**src/rtl/fwd_hazard_ctrl.sv**
```systemverilog
// Operand-select and load-use hazard control for a 4-stage (ID/EX/MEM/WB) pipeline.
// Tracks EX/MEM destinations, registers the EX operand mux codes, and stalls on load-use.
module fwd_hazard_ctrl #(
    parameter int CNT_W = 16
) (
    input  logic             clk,
    input  logic             rst_n,
    input  logic             id_valid,
    input  logic [4:0]       id_rs1,
    input  logic [4:0]       id_rs2,
    input  logic             id_use_rs1,
    input  logic             id_use_rs2,
    input  logic             id_a_pc,
    input  logic             id_b_imm,
    input  logic [4:0]       id_rd,
    input  logic             id_reg_we,
    input  logic             id_is_load,
    input  logic             hold,
    input  logic             flush,
    output logic             stall,
    output logic             ex_valid,
    output logic [1:0]       a_sel,
    output logic [1:0]       b_sel,
    output logic [CNT_W-1:0] stall_cnt
);

    logic             ex_valid_q, ex_valid_d;
    logic [4:0]       ex_rd_q, ex_rd_d;
    logic             ex_we_q, ex_we_d;
    logic             ex_load_q, ex_load_d;
    logic             mem_valid_q, mem_valid_d;
    logic [4:0]       mem_rd_q, mem_rd_d;
    logic             mem_we_q, mem_we_d;
    logic [1:0]       a_sel_q, a_sel_d;
    logic [1:0]       b_sel_q, b_sel_d;
    logic [CNT_W-1:0] stall_cnt_q, stall_cnt_d;

    logic       a_hit_e, a_hit_m, b_hit_e, b_hit_m;
    logic       load_hit_a, load_hit_b;
    logic       bubble;
    logic [1:0] a_sel_nxt, b_sel_nxt;

    // x0 never matches, so it is neither forwarded nor stalled on.
    assign a_hit_e = ex_valid_q  & ex_we_q  & (ex_rd_q  == id_rs1) & (id_rs1 != 5'd0);
    assign a_hit_m = mem_valid_q & mem_we_q & (mem_rd_q == id_rs1) & (id_rs1 != 5'd0);
    assign b_hit_e = ex_valid_q  & ex_we_q  & (ex_rd_q  == id_rs2) & (id_rs2 != 5'd0);
    assign b_hit_m = mem_valid_q & mem_we_q & (mem_rd_q == id_rs2) & (id_rs2 != 5'd0);

    assign load_hit_a = id_use_rs1 & ~id_a_pc  & (ex_rd_q == id_rs1);
    assign load_hit_b = id_use_rs2 & ~id_b_imm & (ex_rd_q == id_rs2);

    assign stall = id_valid & ~flush & ex_valid_q & ex_load_q & ex_we_q & (ex_rd_q != 5'd0)
                 & (load_hit_a | load_hit_b);

    assign bubble = stall | flush;

    always_comb begin
        a_sel_nxt = 2'd0;
        if (id_a_pc)                      a_sel_nxt = 2'd1;
        else if (id_use_rs1 && a_hit_e)   a_sel_nxt = 2'd2;
        else if (id_use_rs1 && a_hit_m)   a_sel_nxt = 2'd3;

        b_sel_nxt = 2'd0;
        if (id_b_imm)                     b_sel_nxt = 2'd1;
        else if (id_use_rs2 && b_hit_e)   b_sel_nxt = 2'd2;
        else if (id_use_rs2 && b_hit_m)   b_sel_nxt = 2'd3;
    end

    always_comb begin
        ex_valid_d  = ex_valid_q;
        ex_rd_d     = ex_rd_q;
        ex_we_d     = ex_we_q;
        ex_load_d   = ex_load_q;
        mem_valid_d = mem_valid_q;
        mem_rd_d    = mem_rd_q;
        mem_we_d    = mem_we_q;
        a_sel_d     = a_sel_q;
        b_sel_d     = b_sel_q;
        stall_cnt_d = stall_cnt_q;
        if (!hold) begin
            mem_valid_d = ex_valid_q;
            mem_rd_d    = ex_rd_q;
            mem_we_d    = ex_we_q;
            ex_rd_d     = id_rd;
            ex_valid_d  = id_valid & ~bubble;
            ex_we_d     = id_valid & id_reg_we & ~bubble;
            ex_load_d   = id_valid & id_is_load & ~bubble;
            a_sel_d     = bubble ? 2'd0 : a_sel_nxt;
            b_sel_d     = bubble ? 2'd0 : b_sel_nxt;
            if (stall && (stall_cnt_q != {CNT_W{1'b1}}))
                stall_cnt_d = stall_cnt_q + CNT_W'(1);
        end
    end

    always_ff @(posedge clk or negedge rst_n) begin
        if (!rst_n) begin
            ex_valid_q  <= 1'b0;
            ex_rd_q     <= 5'd0;
            ex_we_q     <= 1'b0;
            ex_load_q   <= 1'b0;
            mem_valid_q <= 1'b0;
            mem_rd_q    <= 5'd0;
            mem_we_q    <= 1'b0;
            a_sel_q     <= 2'd0;
            b_sel_q     <= 2'd0;
            stall_cnt_q <= '0;
        end else begin
            ex_valid_q  <= ex_valid_d;
            ex_rd_q     <= ex_rd_d;
            ex_we_q     <= ex_we_d;
            ex_load_q   <= ex_load_d;
            mem_valid_q <= mem_valid_d;
            mem_rd_q    <= mem_rd_d;
            mem_we_q    <= mem_we_d;
            a_sel_q     <= a_sel_d;
            b_sel_q     <= b_sel_d;
            stall_cnt_q <= stall_cnt_d;
        end
    end

    assign ex_valid  = ex_valid_q;
    assign a_sel     = a_sel_q;
    assign b_sel     = b_sel_q;
    assign stall_cnt = stall_cnt_q;

endmodule

```
**config.mk**
```make
export PLATFORM = sky130hd
export DESIGN_NAME = fwd_hazard_ctrl
export DESIGN_NICKNAME = d
export VERILOG_FILES = /design/src/rtl/fwd_hazard_ctrl.sv
export SDC_FILE = /design/constraint.sdc
export NUM_CORES = 1
export LEC_CHECK = 0
export CAP_MARGIN = 30
export CORE_ASPECT_RATIO = 1.25
export CORE_UTILIZATION = 30
export DETAILED_ROUTE_END_ITERATION = 7
export SLEW_MARGIN = 20
export SYNTH_ARGS = -nofsm -noshare
export SYNTH_HDL_FRONTEND = slang
export SYNTH_SLANG_ARGS = --single-unit
```
**constraint.sdc**
```tcl
create_clock -name clk -period 6.38 [get_ports clk]
set_input_delay 0.957 -clock clk [delete_from_list [all_inputs] [get_ports clk]]
set_output_delay 0.957 -clock clk [all_outputs]
set_load 0.05 [all_outputs]
```
==> out/results.md <==
Run status
• outcome: finished with violations
• violated checks: DRC

Floorplan
• Chip Height: 88.3 um
• Placeable Area: 5780 um^2
• Die ar.: 6280 um^2
• Top Ports: 48
• initial standard-cell utilization of the core: 31.0%
• row cnt: 31
• Die Width: 71.1 um

Placed design
• HPWL after detailed placement: 2970 um
• number of port buffers: 47
• final estimated routing congestion in global placement: 0.768
• instance area at placement: 2330 um^2

Pwr
• switching power: 0.000121 W
• cell-internal power: 0.000350 W
• LEAKAGE: 0.956 nW
• power density cells: 195 nW/um^2
• portion of total power attributed to the clock network: 32.4%
• share of power burned in combinational logic: 15.2%
• peak ir drop on the vdd network: 0.107 mV
• switching power as a share of total power: 25.7%
• share of total power in sequential cells: 52.4%

Worst setup path
• CP max FO: 3
• endpoint of the lowest-slack register-to-register path: stall_cnt[1]
• arrival time of data at the critical path endpoint: 3410 ps
• startpoint of the lowest-slack register-to-register path: stall_cnt[0]
• worst setup path category: input port to output port
• Critical path origin: id_rs1[1]
• worst setup slack for register-to-register paths: 3860 ps
• critical path endpoint category: output port
• kind of launch point of the worst setup path: input port
• worst-case reg-to-reg path depth: 6
• data required time of the worst path: 5420 ps

Finish
• diode count: 0
• final non-filler cell area: 2410 um^2
• count of fill cells added during filler insertion: 568
• utilization after layout: 41.7%
• most frequent cells in the layout: sky130_fd_sc_hd__clkdlybuf4s50_1 (47), sky130_fd_sc_hd__dfrtp_1 (35), sky130_fd_sc_hd__xnor2_1 (27), sky130_fd_sc_hd__mux2_2 (13), sky130_fd_sc_hd__nand2_1 (10)
• synth-to-layout area growth: 34.8%
• most common library cell in the layout ignoring fill and taps: sky130_fd_sc_hd__clkdlybuf4s50_1
• fraction of final layout cells with drive strength greater than 1: 13.0%
• Final Net Count: 233

Global route
• number of antenna violations at the first check in global routing: 0
• GR Util All Layers: 13.8%
• total overflow reported by the global router: 0
• first-pass GRT wire length: 6480 um
• number of global-route vias before repair: 1316
• largest net degree at the start of global routing: 36

STA
• time the worst path needs with I/O delays and setup: 4370 ps
• final hold violations: 0
• RSZ-0062 raised after global routing: no
• sum of negative setup slack: 0 ps
• Max Slew Vio Count: 0
• maximum clock rate: 0.229 GHz
• Finish-stage setup viols: 0
• Final Skew: 6.03 ps
• final clock period utilization by the worst path: 68.5%
• transition time of the tightest slew-check pin: 900 ps
• worst max-slew margin expressed relative to the limit: 39.8%

Logic synthesis
• count of warnings emitted by yosys: 0
• number of synthesized register bits: 35
• Yosys cell types: 35
• top cells by area in the synthesized netlist: sky130_fd_sc_hd__dfrtp_1 (49%), sky130_fd_sc_hd__xnor2_1 (13%), sky130_fd_sc_hd__mux2_2 (8.2%)
• syn_area_per_cell: 11.6 um^2
• dominant synthesized flop cell: sky130_fd_sc_hd__dfrtp_1
• share of flip-flops with an asynchronous set or reset: 100%
• number of enable flip-flop cells after synthesis: 0
• sequential area share after synthesis: 49.0%
• cell type with the highest aggregate area in the netlist: sky130_fd_sc_hd__dfrtp_1
• combined area of all synthesized cells: 1790 um^2
• share of the synthesized area in the top cell type: 49.0%
• Post-Synthesis Cells: 154
• number of nets produced by synthesis: 181

Hold path
• Min-Delay Startpoint: b_sel[0]
• Hold Crit Endpoint: b_sel[0]
• Hold Crit Depth: 2
• min-delay worst type: register to register

Clocking
• clock-pin slew reported for the worst setup and hold paths after clock tree synthesis: 70 ps
• hold buffers post-CTS: 0
• # resized after CTS: 0
• clock latency at the later pin of the worst-skew pair: 280 ps
• Bufs on Longest Clock Path: 2
• number of clock sinks seen by CTS: 35
• CTS buffer count: 5
• CTS Root Buffer Type: sky130_fd_sc_hd__clkbuf_8
• H-Tree Level Count: 2
• CTS tree: done
• setup repair bufs after CTS: 0

Route
• met3 wire len: 222 um
• iteration count of the initial detailed-routing pass: 7
• met2 wire length: 1830 um
• detailed-routing wirelength on met1: 1730 um
• routed via count: 1347
• top layer reached by signal wires: met4
• post-route ant nets: 0
• via density per instance: 4.93
• average wire length per cell after detail routing: 14.1 um
• remaining design rule violation count: 7
• number of violations reported at the end of detailed-routing iteration 0: 73
• routed wire length: 3840 um

Job
• max-capacitance violation count: 0

==> critical path, stage by stage <==
cell and delay (ps):
sky130_fd_sc_hd__clkdlybuf4s50_1 540, sky130_fd_sc_hd__xnor2_1 140, sky130_fd_sc_hd__nand3_1 120, sky130_fd_sc_hd__or4_4 520, sky130_fd_sc_hd__a21oi_1 280, sky130_fd_sc_hd__clkdlybuf4s50_1 860
==> synth_stat cells, drive strengths merged, types with 2 or more instances <==
cell and count:
and3 5, nor4 2, o21ai 4, mux2 13, nand2 10, a32o 2
xor2 8, xnor2 27, nor2 2, a22o 2, a21oi 4, nand4 7
nand3 7, or4 6, nor3 2, and4 4, dfrtp 35, buf 2
==> registers in the layout, indices dropped and copies added, names as in the netlist <==
register     count
ex_valid         1
stall_cnt       16
mem_rd_q         5
ex_load_q        1
mem_we_q         1
ex_rd_q          5
a_sel            2
b_sel            2
ex_we_q          1
mem_valid_q      1
==> final cells by class <==
class	count	area [um^2]	share of cell area (%)
Multi-Input combinational cell	115	891	36.9
Sequential cell	35	876	36.3
Timing Repair Buffer	48	478	19.8
Tap cell	66	82.6	3.42
Clock buffer	7	76.3	3.16
Clock inverter	1	5.00	0.207
Inverter	1	3.75	0.156
==> cells by family (layout without fill, tap and decap cells) <==
| family | Yosys count | after routing | share of synthesized area (%) |
|---|---|---|---|
| AO/OA/AOI/OAI | 16 | 16 | 6.92 |
| XOR/XNOR | 35 | 35 | 17.1 |
| adder cells (fa/ha/maj) | 1 | 1 | 0.699 |
| buffers and inverters | 4 | 57 | 1.26 |
| flip-flops | 35 | 35 | 49.0 |
| multiplexers | 13 | 13 | 8.18 |
| AND/OR/NAND/NOR | 50 | 50 | 16.9 |
==> metal layers <==
metal | vias to the layer above | track usage (%)
li1 | 668 | -
met1 | 626 | 16.6
met2 | 48 | 23.6
met3 | 5 | 3.64
met4 | 0 | 5.45
met5 | - | 0
==> metrics by stage <==
step	power (W)	hold slack, ps	std cells	setup slack, ps
after floorplan	0.000288	466	154	2880
after global routing	0.000498	516	273	1900
final	0.000471	488	273	2010
after CTS	0.000480	492	273	2030
after global placement	0.000324	472	265	2070
after detailed placement	0.000324	474	265	2050
==> power by group through the flow <==
stage | logic, W | registers [W] | clock network [W]
2_1_floorplan | 0.0000357 | 0.000252 | 0
3_3_place_gp | 0.0000719 | 0.000252 | 0
3_5_place_dp | 0.0000728 | 0.000252 | 0
4_1_cts | 0.0000730 | 0.000247 | 0.000160
5_1_grt | 0.0000796 | 0.000248 | 0.000170
6_report | 0.0000719 | 0.000247 | 0.000153
==> worst max path at each step <==
stage / endpoint / slack, ps / cells past startpoint
floorplan: stall / 2880 / 4
global placement: stall / 2070 / 6
detailed placement: stall / 2050 / 6
CTS: stall / 2030 / 6
global route: stall / 1900 / 6
finish: stall / 2010 / 6
No activity file was read; power rests on OpenSTA's default activity.
